--- src/rtl/bit_serial_adder.sv ---
// Bit-serial adder: one full-adder slice plus a carry flop, processing WIDTH bits LSB first.
// The result and final carry are registered and announced with a one-cycle done pulse.
module bit_serial_adder #(
   parameter int unsigned WIDTH = 8
) (
   input  logic             clk,
   input  logic             rst_n,
   input  logic             i_start,
   input  logic [WIDTH-1:0] i_a,
   input  logic [WIDTH-1:0] i_b,
   input  logic             i_carry_in,
   output logic             o_busy,
   output logic             o_done,
   output logic [WIDTH-1:0] o_sum,
   output logic             o_carry_out
);

   localparam int unsigned CW = (WIDTH > 1) ? $clog2(WIDTH) : 1;

   typedef enum logic [1:0] {
      S_IDLE = 2'd0,
      S_RUN  = 2'd1,
      S_DONE = 2'd2
   } state_t;

   state_t           r_state;
   state_t           w_state_nxt;
   logic [WIDTH-1:0] r_a;
   logic [WIDTH-1:0] r_b;
   logic             r_c;
   logic [CW-1:0]    r_cnt;
   // Holds the upper WIDTH-1 bits of the sum shifter; the bit that would fall out is never needed.
   logic [WIDTH-2:0] r_sum_sh;
   logic [WIDTH-1:0] r_sum;
   logic             r_cout;

   logic             w_s;
   logic             w_co;
   logic             w_last;
   logic             w_accept;
   logic [WIDTH-1:0] w_sum_fin;

   assign w_s       = r_a[0] ^ r_b[0] ^ r_c;
   assign w_co      = (r_a[0] & r_b[0]) | (r_c & (r_a[0] ^ r_b[0]));
   assign w_last    = (r_cnt == CW'(WIDTH - 1));
   assign w_accept  = (r_state == S_IDLE) && i_start;
   assign w_sum_fin = {w_s, r_sum_sh};

   // State register
   always_ff @(posedge clk or negedge rst_n) begin
      if (!rst_n) r_state <= S_IDLE;
      else        r_state <= w_state_nxt;
   end

   // Next-state logic
   always_comb begin
      w_state_nxt = r_state;
      case (r_state)
         S_IDLE:  if (i_start) w_state_nxt = S_RUN;
         S_RUN:   if (w_last)  w_state_nxt = S_DONE;
         S_DONE:  w_state_nxt = S_IDLE;
         default: w_state_nxt = S_IDLE;
      endcase
   end

   // Status decoded from registered state only
   always_comb begin
      o_busy = 1'b0;
      o_done = 1'b0;
      case (r_state)
         S_RUN:   o_busy = 1'b1;
         S_DONE:  o_done = 1'b1;
         default: ;
      endcase
   end

   // Operand/carry/sum shifters and bit counter
   always_ff @(posedge clk or negedge rst_n) begin
      if (!rst_n) begin
         r_a      <= '0;
         r_b      <= '0;
         r_c      <= 1'b0;
         r_cnt    <= '0;
         r_sum_sh <= '0;
      end else if (w_accept) begin
         r_a   <= i_a;
         r_b   <= i_b;
         r_c   <= i_carry_in;
         r_cnt <= '0;
      end else if (r_state == S_RUN) begin
         r_a      <= {1'b0, r_a[WIDTH-1:1]};
         r_b      <= {1'b0, r_b[WIDTH-1:1]};
         r_c      <= w_co;
         r_cnt    <= r_cnt + CW'(1);
         r_sum_sh <= w_sum_fin[WIDTH-1:1];
      end
   end

   // Result registers change only on the last processed bit
   always_ff @(posedge clk or negedge rst_n) begin
      if (!rst_n) begin
         r_sum  <= '0;
         r_cout <= 1'b0;
      end else if ((r_state == S_RUN) && w_last) begin
         r_sum  <= w_sum_fin;
         r_cout <= w_co;
      end
   end

   assign o_sum       = r_sum;
   assign o_carry_out = r_cout;

endmodule

--- config.mk ---
export PLATFORM = sky130hd
export DESIGN_NAME = bit_serial_adder
export DESIGN_NICKNAME = d
export VERILOG_FILES = /design/src/rtl/bit_serial_adder.sv
export SDC_FILE = /design/constraint.sdc
export NUM_CORES = 1
export LEC_CHECK = 0
export BUFFER_PORTS_ARGS = -buffer_cell sky130_fd_sc_hd__buf_2
export CAP_MARGIN = 20
export CORE_ASPECT_RATIO = 0.5
export CORE_MARGIN = 2
export CORE_UTILIZATION = 54
export DETAILED_ROUTE_END_ITERATION = 16
export GPL_TIMING_DRIVEN = 0
export PLACE_DENSITY_LB_ADDON = 0.2
export SYNTH_ARGS = -nofsm -noshare
export SYNTH_HDL_FRONTEND = slang
export SYNTH_SLANG_ARGS = --single-unit
--- constraint.sdc ---
create_clock -name clk -period 1.8 [get_ports clk]
set_clock_uncertainty 0.05 [all_clocks]
set_input_delay 0.36 -clock clk [delete_from_list [all_inputs] [get_ports clk]]
set_output_delay 0.36 -clock clk [all_outputs]
set_load 0.005 [all_outputs]
==> results of run 1 <==
-- placed cells by master, fill, tap and decap left out --
master,instances
dfrtp_1,37
buf_2,33
mux2_2,14
inv_1,13
nor4b_1,12
nor3b_1,11
a211oi_1,9
clkbuf_8,5
a22o_1,4
nand2b_1,3
buf_6,3
or4b_1,3
o221a_2,3
buf_4,2
a221oi_1,2
mux2_1,2
ha_1,2
bufinv_16,2
inv_4,1
nor2b_1,1
nand3b_1,1
clkbuf_1,1
a21oi_1,1
o21bai_4,1
a211oi_2,1
o21ba_2,1
mux2i_1,1
fa_1,1
clkinv_4,1
dfrtp_2,1
-- through the flow --
step           total power (uW)  cell area, sq um  hold slack, ns  worst slack (ns)
2_1_floorplan              2460              1770          0.0144             0.279
3_5_place_dp               2830              1960           0.431             0.148
5_1_grt                    3970              2100           0.174            0.0134
4_1_cts                    3710              2100           0.138            0.0283
3_3_place_gp               2780              1960           0.420             0.147
6_report                   3680              2100           0.111             0.101
-- metal layers --
layer | global-route usage [%] | up-vias | wire length, um
li1 | - | 573 | -
met1 | 27.1 | 564 | 1580
met2 | 30.7 | 22 | 1390
met3 | 6.16 | 3 | 131
met4 | 6.67 | 0 | 27
met5 | 0 | - | 0
-- cell type report --
class / instances / share of cell area, %
sequential: 38 / 45.4
clock buffer: 5 / 3.28
inverter: 14 / 2.62
clock inverter: 3 / 3.28
timing repair buffer: 29 / 6.92
multi-input combinational: 73 / 32.7
buffer: 10 / 3.46
tap: 40 / 2.39
-- cells by family (layout without fill, tap and decap cells) --
logic type               count (synthesis)  after routing
buffers and inverters                   25             61
AND/OR/NAND/NOR                         31             31
multiplexers                            17             17
adder cells (fa/ha/maj)                  3              3
AO/OA/AOI/OAI                           22             22
flip-flops                              38             38
-- Yosys cell counts (all sizes together) --
library cell / instances / area share, %
ha: 2 / 1.4
nand2b: 3 / 1.1
buf: 10 / 4.2
a221oi: 2 / 0.99
a22o: 4 / 2.0
o21bai: 1 / 1.1
or4b: 3 / 1.7
nor4b: 12 / 5.9
fa: 1 / 1.1
nor2b: 1 / 0.35
mux2: 16 / 10
dfrtp: 38 / 54
clkbuf: 1 / 0.21
nand3b: 1 / 0.43
o221a: 3 / 1.9
o21ba: 1 / 0.57
nor3b: 11 / 4.7
mux2i: 1 / 0.57
a21oi: 1 / 0.28
inv: 14 / 3.0
a211oi: 10 / 4.5
-- repair_timing --
action                                  4_1_cts  5_1_grt
endpoints found under the setup margin        0        2
endpoints found under the hold margin         0        0
resized for setup                             0        2
-- how the worst max path moves through the flow --
| stage | from | end | slack, ns | cells past startpoint |
|---|---|---|---|---|
| after global routing | r_state[0]$_DFFE_PN0P_ | o_done | 0.01 | 4 |
| after CTS | r_state[1]$_DFFE_PN0P_ | o_done | 0.03 | 4 |
| after global placement | r_cnt[0]$_DFFE_PN0P_ | o_sum[5]$_DFFE_PN0P_ | 0.15 | 5 |
| final | r_state[1]$_DFFE_PN0P_ | o_busy | 0.10 | 4 |
| after floorplan | r_cnt[0]$_DFFE_PN0P_ | o_carry_out$_DFFE_PN0P_ | 0.28 | 5 |
| after detailed placement | r_cnt[0]$_DFFE_PN0P_ | o_sum[0]$_DFFE_PN0P_ | 0.15 | 5 |
-- worst reg2reg max path, delay by kind of cell, from the launching register on --
family,cells,cell delay [ns]
fa+ha+maj,2,0.41
buf+inv,1,0.24
flops,1,0.40
mux,1,0.36
simple gates,1,0.08
-- power by group through the flow --
stage	sequential, uW	clock, uW	combinational, uW
5_1_grt	1560	923	1490
6_report	1500	869	1300
3_3_place_gp	1500	0	1280
2_1_floorplan	1470	0	990
4_1_cts	1500	889	1320
3_5_place_dp	1510	0	1320
-- sequential cells by signal, indices dropped and copies added (netlist names) --
register     flops
r_cnt            3
o_sum            8
r_c              1
r_a              8
r_state          2
r_sum_sh         7
o_carry_out      1
r_b              8
==> impl_metrics.py, run 1 <==
metrics = {
    "status": {
        "outcome": "complete, no violations",
    },
    "critical_path": {
        "cp-end-kind": "primary output",
        "critPathSlowestCell": "dfrtp_1",
        "crit_chain": "nand2b_1 > buf_4 > inv_4 > buf_2",
        "cpLargestDelayFamily": "flip-flops",
        "required_ns": 1.39,
        "reg2reg_slack_ns": 0.15,
        "cp.buffers_inverters": 3,
        "r2r_end": "o_sum[0]$_DFFE_PN0P_",
        "cp_slowest_stage_delay_ns": 0.43,
        "cp-start-kind": "flip-flop",
        "cp.arrival_ns": 1.29,
        "reg2reg_depth": 5,
        "critPathMaxFanout": 10,
        "criticalPathCategory": "flip-flop to primary output",
        "reg2reg_from": "r_cnt[0]$_DFFE_PN0P_",
    },
    "pwr": {
        "p_leak_uw": 0.000950,
        "intPower_uw": 2550,
        "combPwrFrac_pct": 35.5,
        "p_per_area_mw_per_mm2": 1750,
        "netSwitchingFraction_pct": 30.7,
        "pwr-share-seq_pct": 40.9,
        "peakVddDrop_v": 0.000959,
        "clkPwrFrac_pct": 23.6,
        "p_sw_uw": 1130,
    },
    "sta": {
        "worstMarginPinSlew_ns": 0.834,
        "hold_viol": 0,
        "slew_viol_final": 0,
        "layout_min_cycle_time_ns": 1.70,
        "fmax_mhz": 589,
        "finalCritPeriodShare_pct": 94.4,
        "finalSetupViolations": 0,
        "fin_tns_setup_ns": 0,
        "maxSlewHeadroom_pct": 44.4,
        "rsz0062_at_grt": "no",
    },
    "final_layout": {
        "final_util_pct": 68.4,
        "fillers": 230,
        "diodes": 0,
        "fin_nets": 194,
        "layout.cells.non_filler": 212,
        "drive_above_1_share_pct": 39.5,
        "area_growth_pct": 18.8,
        "seqCellArea_sq_um": 952,
        "multi_input_area_sq_um": 686,
    },
    "route": {
        "drc": 0,
        "drtIter0Drc": 37,
        "postRouteAntennaNets": 0,
        "num_vias": 1162,
        "drt-pass1-iter-count": 5,
        "vias_per_cell": 5.48,
        "drt_wl_total_um": 3130,
        "wl_per_cell_um": 14.7,
    },
    "synth": {
        "yosys_warnings": 0,
        "synthMuxAreaShare_pct": 10.8,
        "yosys.area_share.adder_pct": 2.55,
        "synth_xor_area_share_pct": 0,
        "syn_nets": 159,
        "ys_ff_latch": 38,
        "synth.distinct_cells": 26,
        "synth-seq-area-share_pct": 53.8,
        "synth_compound_area_share_pct": 11.3,
        "synth_top_family_by_area": "simple AND/OR/NAND/NOR gates",
        "netlist_area_sq_mm": 0.00177,
        "syn_avg_cell_area_sq_um": 13.0,
        "syn_inst": 136,
        "synth-simple-area-share_pct": 14.2,
    },
    "die": {
        "design.core.area_sq_mm": 0.00307,
        "ioPinCount": 31,
        "die_area_sq_mm": 0.00377,
        "placementRows": 14,
        "die_w_um": 84.9,
        "start_util_pct": 57.6,
        "die_h_um": 44.4,
    },
    "clock_network": {
        "clock_latency_ns": 0.29,
        "cts_tree": "yes",
        "cts.reportedPaths.clkPinSlew_ns": 0.08,
        "post_cts_buffers": 0,
        "ctsLongestPathBuffers": 2,
        "cts_buffers": 5,
        "tritoncts_num_sinks": 38,
        "cts-root-buf": "clkbuf_8",
        "cts_max_level": 2,
        "cts-hold-fix-buffers": 0,
    },
    "placed_design": {
        "dpl.hpwl_um": 2150,
        "gp_congestion": 0.749,
        "post-place-cells": 205,
        "io_buffers": 29,
    },
    "run": {
        "maxCapViolCount": 0,
    },
    "worst_hold_path": {
        "min_path_type": "primary input to asynchronous set/reset pin",
    },
    "global_routing": {
        "grt_pass1_vias": 1145,
        "grt_max_degree": 39,
        "antenna_found_initial": 0,
        "track_usage_pct": 19.8,
        "grt_pass1_wl_um": 5630,
        "overflow": 0,
    },
}
Power figures use the tool's default switching activity.
==> run 2: changes to the inputs <==
--- a/config.mk
+++ b/config.mk
@@ -5,11 +5,12 @@
 export SDC_FILE = /design/constraint.sdc
 export NUM_CORES = 1
 export LEC_CHECK = 0
+export ABC_AREA = 1
 export BUFFER_PORTS_ARGS = -buffer_cell sky130_fd_sc_hd__buf_2
 export CAP_MARGIN = 20
 export CORE_ASPECT_RATIO = 0.5
 export CORE_MARGIN = 2
-export CORE_UTILIZATION = 54
+export CORE_UTILIZATION = 55
 export DETAILED_ROUTE_END_ITERATION = 16
 export GPL_TIMING_DRIVEN = 0
 export PLACE_DENSITY_LB_ADDON = 0.2
==> run 2 against run 1 <==
Via count is 26% higher. Sequential share of layout area is 0.38 points lower. First-iteration DRC count is 8.1% higher. Sequential power is 3% lower. Largest cell class unchanged. Highest routed layer unchanged.
==> impl_metrics.py, run 2 <==
metrics = {
    "status": {
        "outcome": "complete, no violations",
    },
    "die": {
        "die_area_sq_mm": 0.00382,
        "die_w_um": 85.4,
        "ioPinCount": 31,
        "placementRows": 14,
        "design.core.area_sq_mm": 0.00308,
        "start_util_pct": 59.1,
        "die_h_um": 44.7,
    },
    "synth": {
        "synthTopCellsByCount": "nand2_1 (101), dfrtp_1 (38), nand3_1 (32), inv_1 (16), buf_4 (6)",
        "synthTopCellsByArea": "dfrtp_1 (52%), nand2_1 (21%), nand3_1 (8.8%)",
        "ys_async_sr_fraction_pct": 100,
        "synth_most_common_cell": "nand2_1",
        "syn_avg_cell_area_sq_um": 8.36,
        "synth.top_cell.area_share_pct": 52.2,
        "synth_edf_count": 0,
        "syn_nets": 241,
        "synth_flop_cell": "dfrtp_1",
        "syn_inst": 218,
        "synth-seq-area-share_pct": 52.2,
        "ys_ff_latch": 38,
        "yosys_warnings": 0,
        "yosysTopAreaCell": "dfrtp_1",
        "synth.distinct_cells": 17,
        "netlist_area_sq_mm": 0.00182,
    },
    "route": {
        "drt-pass1-iter-count": 4,
        "wl_per_cell_um": 11.9,
        "drc": 0,
        "num_vias": 1465,
        "postRouteAntennaNets": 0,
        "drtIter0Drc": 40,
        "vias_per_cell": 4.97,
        "drt_wl_total_um": 3500,
    },
    "critical_path": {
        "cp-start-kind": "flip-flop",
        "critPathSlowestCell": "dfrtp_1",
        "cp_slowest_stage_delay_ns": 0.47,
        "critPathMaxFanout": 10,
        "crit_chain": "inv_4 > nand2_4 > inv_4 > buf_6 > buf_2",
        "required_ns": 1.39,
        "cpLargestDelayFamily": "buffers and inverters",
        "cp.arrival_ns": 1.31,
        "criticalPathCategory": "flip-flop to primary output",
        "setup.worst_path.start": "r_state[1]$_DFFE_PN0P_",
        "reg2reg_depth": 6,
        "cp.buffers_inverters": 4,
        "cp-end-kind": "primary output",
        "cp.depth": 5,
        "reg2reg_from": "r_cnt[0]$_DFFE_PN0P_",
        "cp_common_cell": "inv_4",
    },
    "clock_network": {
        "postCtsResizedCells": 0,
        "cts_buffers": 5,
        "cts-root-buf": "clkbuf_8",
        "cts-hold-fix-buffers": 0,
        "post_cts_buffers": 0,
        "cts_tree": "yes",
        "ctsLongestPathBuffers": 2,
        "cts.reportedPaths.clkPinSlew_ns": 0.07,
        "tritoncts_num_sinks": 38,
        "clock_latency_ns": 0.29,
        "cts_max_level": 2,
    },
    "sta": {
        "hold_viol": 0,
        "finalSetupViolations": 0,
        "maxSlewHeadroom_pct": 44.5,
        "worstMarginPinSlew_ns": 0.832,
        "fin_ws_ns": 0.0759,
        "fmax_mhz": 580,
        "hold_slack_ns": 0.119,
        "layout_min_cycle_time_ns": 1.72,
        "rsz0062_at_grt": "no",
        "slew_viol_final": 0,
        "finalCritPeriodShare_pct": 95.8,
        "fin_tns_setup_ns": 0,
    },
    "placed_design": {
        "gp_congestion": 0.762,
        "io_buffers": 29,
        "dpl.hpwl_um": 2280,
        "pre_cts_ws_ns": 0.392,
    },
    "pwr": {
        "p_leak_uw": 0.00121,
        "finalPower_uw": 3450,
        "peakVddDrop_v": 0.000943,
        "p_per_area_mw_per_mm2": 1630,
    },
    "global_routing": {
        "grt_max_degree": 39,
        "grt_pass1_wl_um": 5980,
        "grt_pass1_vias": 1375,
        "antenna_found_initial": 0,
        "track_usage_pct": 20.8,
        "overflow": 0,
    },
    "final_layout": {
        "final_common_cell": "nand2_1",
        "diodes": 0,
        "final_cell_mix": "nand2_1 (101), dfrtp_1 (38), nand3_1 (32), buf_2 (30), inv_1 (16)",
        "fillers": 278,
        "final_util_pct": 68.5,
        "area_growth_pct": 15.9,
        "fin_nets": 277,
        "drive_above_1_share_pct": 22.7,
    },
    "run": {
        "maxCapViolCount": 0,
    },
    "worst_hold_path": {
        "min_path_type": "primary input to asynchronous set/reset pin",
    },
}
run 2: area by class of cell:
class / count / area, sq um / area share [%]
timing repair buffer: 29 / 145 / 6.87
tap: 40 / 50.0 / 2.37
sequential: 38 / 951 / 45.0
clock inverter: 2 / 12.5 / 0.592
multi-input combinational: 151 / 712 / 33.7
clock buffer: 6 / 82.6 / 3.91
inverter: 18 / 72.6 / 3.43
buffer: 11 / 87.6 / 4.14
run 2: cells by family (layout without fill, tap and decap cells):
logic type	Yosys count	after routing	synth area share, %
adders and majority gates	3	3	2.47
DFF	38	38	52.2
and+or+nand+nor	139	139	33.3
AOI/OAI and AO/OA	9	9	3.29
buffers and inverters	29	66	8.78
run 2: layer usage:
| layer | up-vias | wire length [um] | GRT usage [%] |
|---|---|---|---|
| met5 | - | 0 | 0 |
| met2 | 37 | 1670 | 36.7 |
| met1 | 671 | 1580 | 25.7 |
| met3 | 6 | 204 | 5.48 |
| li1 | 751 | - | - |
| met4 | 0 | 41 | 7.30 |
run 2: power by group:
group | switching [uW] | total, uW | internal (uW)
combinational | 821 | 1400 | 574
clock | 300 | 608 | 308
sequential | 210 | 1450 | 1240
total | 1330 | 3450 | 2120
run 2: path summary, 6_finish.rpt:
check	endpoint	slack, ns
hold / removal	r_b[2]$_DFFE_PN0P_	0.12
max in group asynchronous	r_cnt[2]$_DFFE_PN0P_	1.06
setup / recovery	o_busy	0.08
setup reg to reg	o_sum[6]$_DFFE_PN0P_	0.45
min in group clk	r_b[7]$_DFFE_PN0P_	0.26
hold reg to reg	o_sum[0]$_DFFE_PN0P_	0.42
run 2: metrics by stage:
stage | instances | cell area (sq um)
floorplan | 218 | 1820
global placement | 287 | 2020
detailed placement | 287 | 2020
CTS | 295 | 2110
global route | 295 | 2110
finish | 295 | 2110
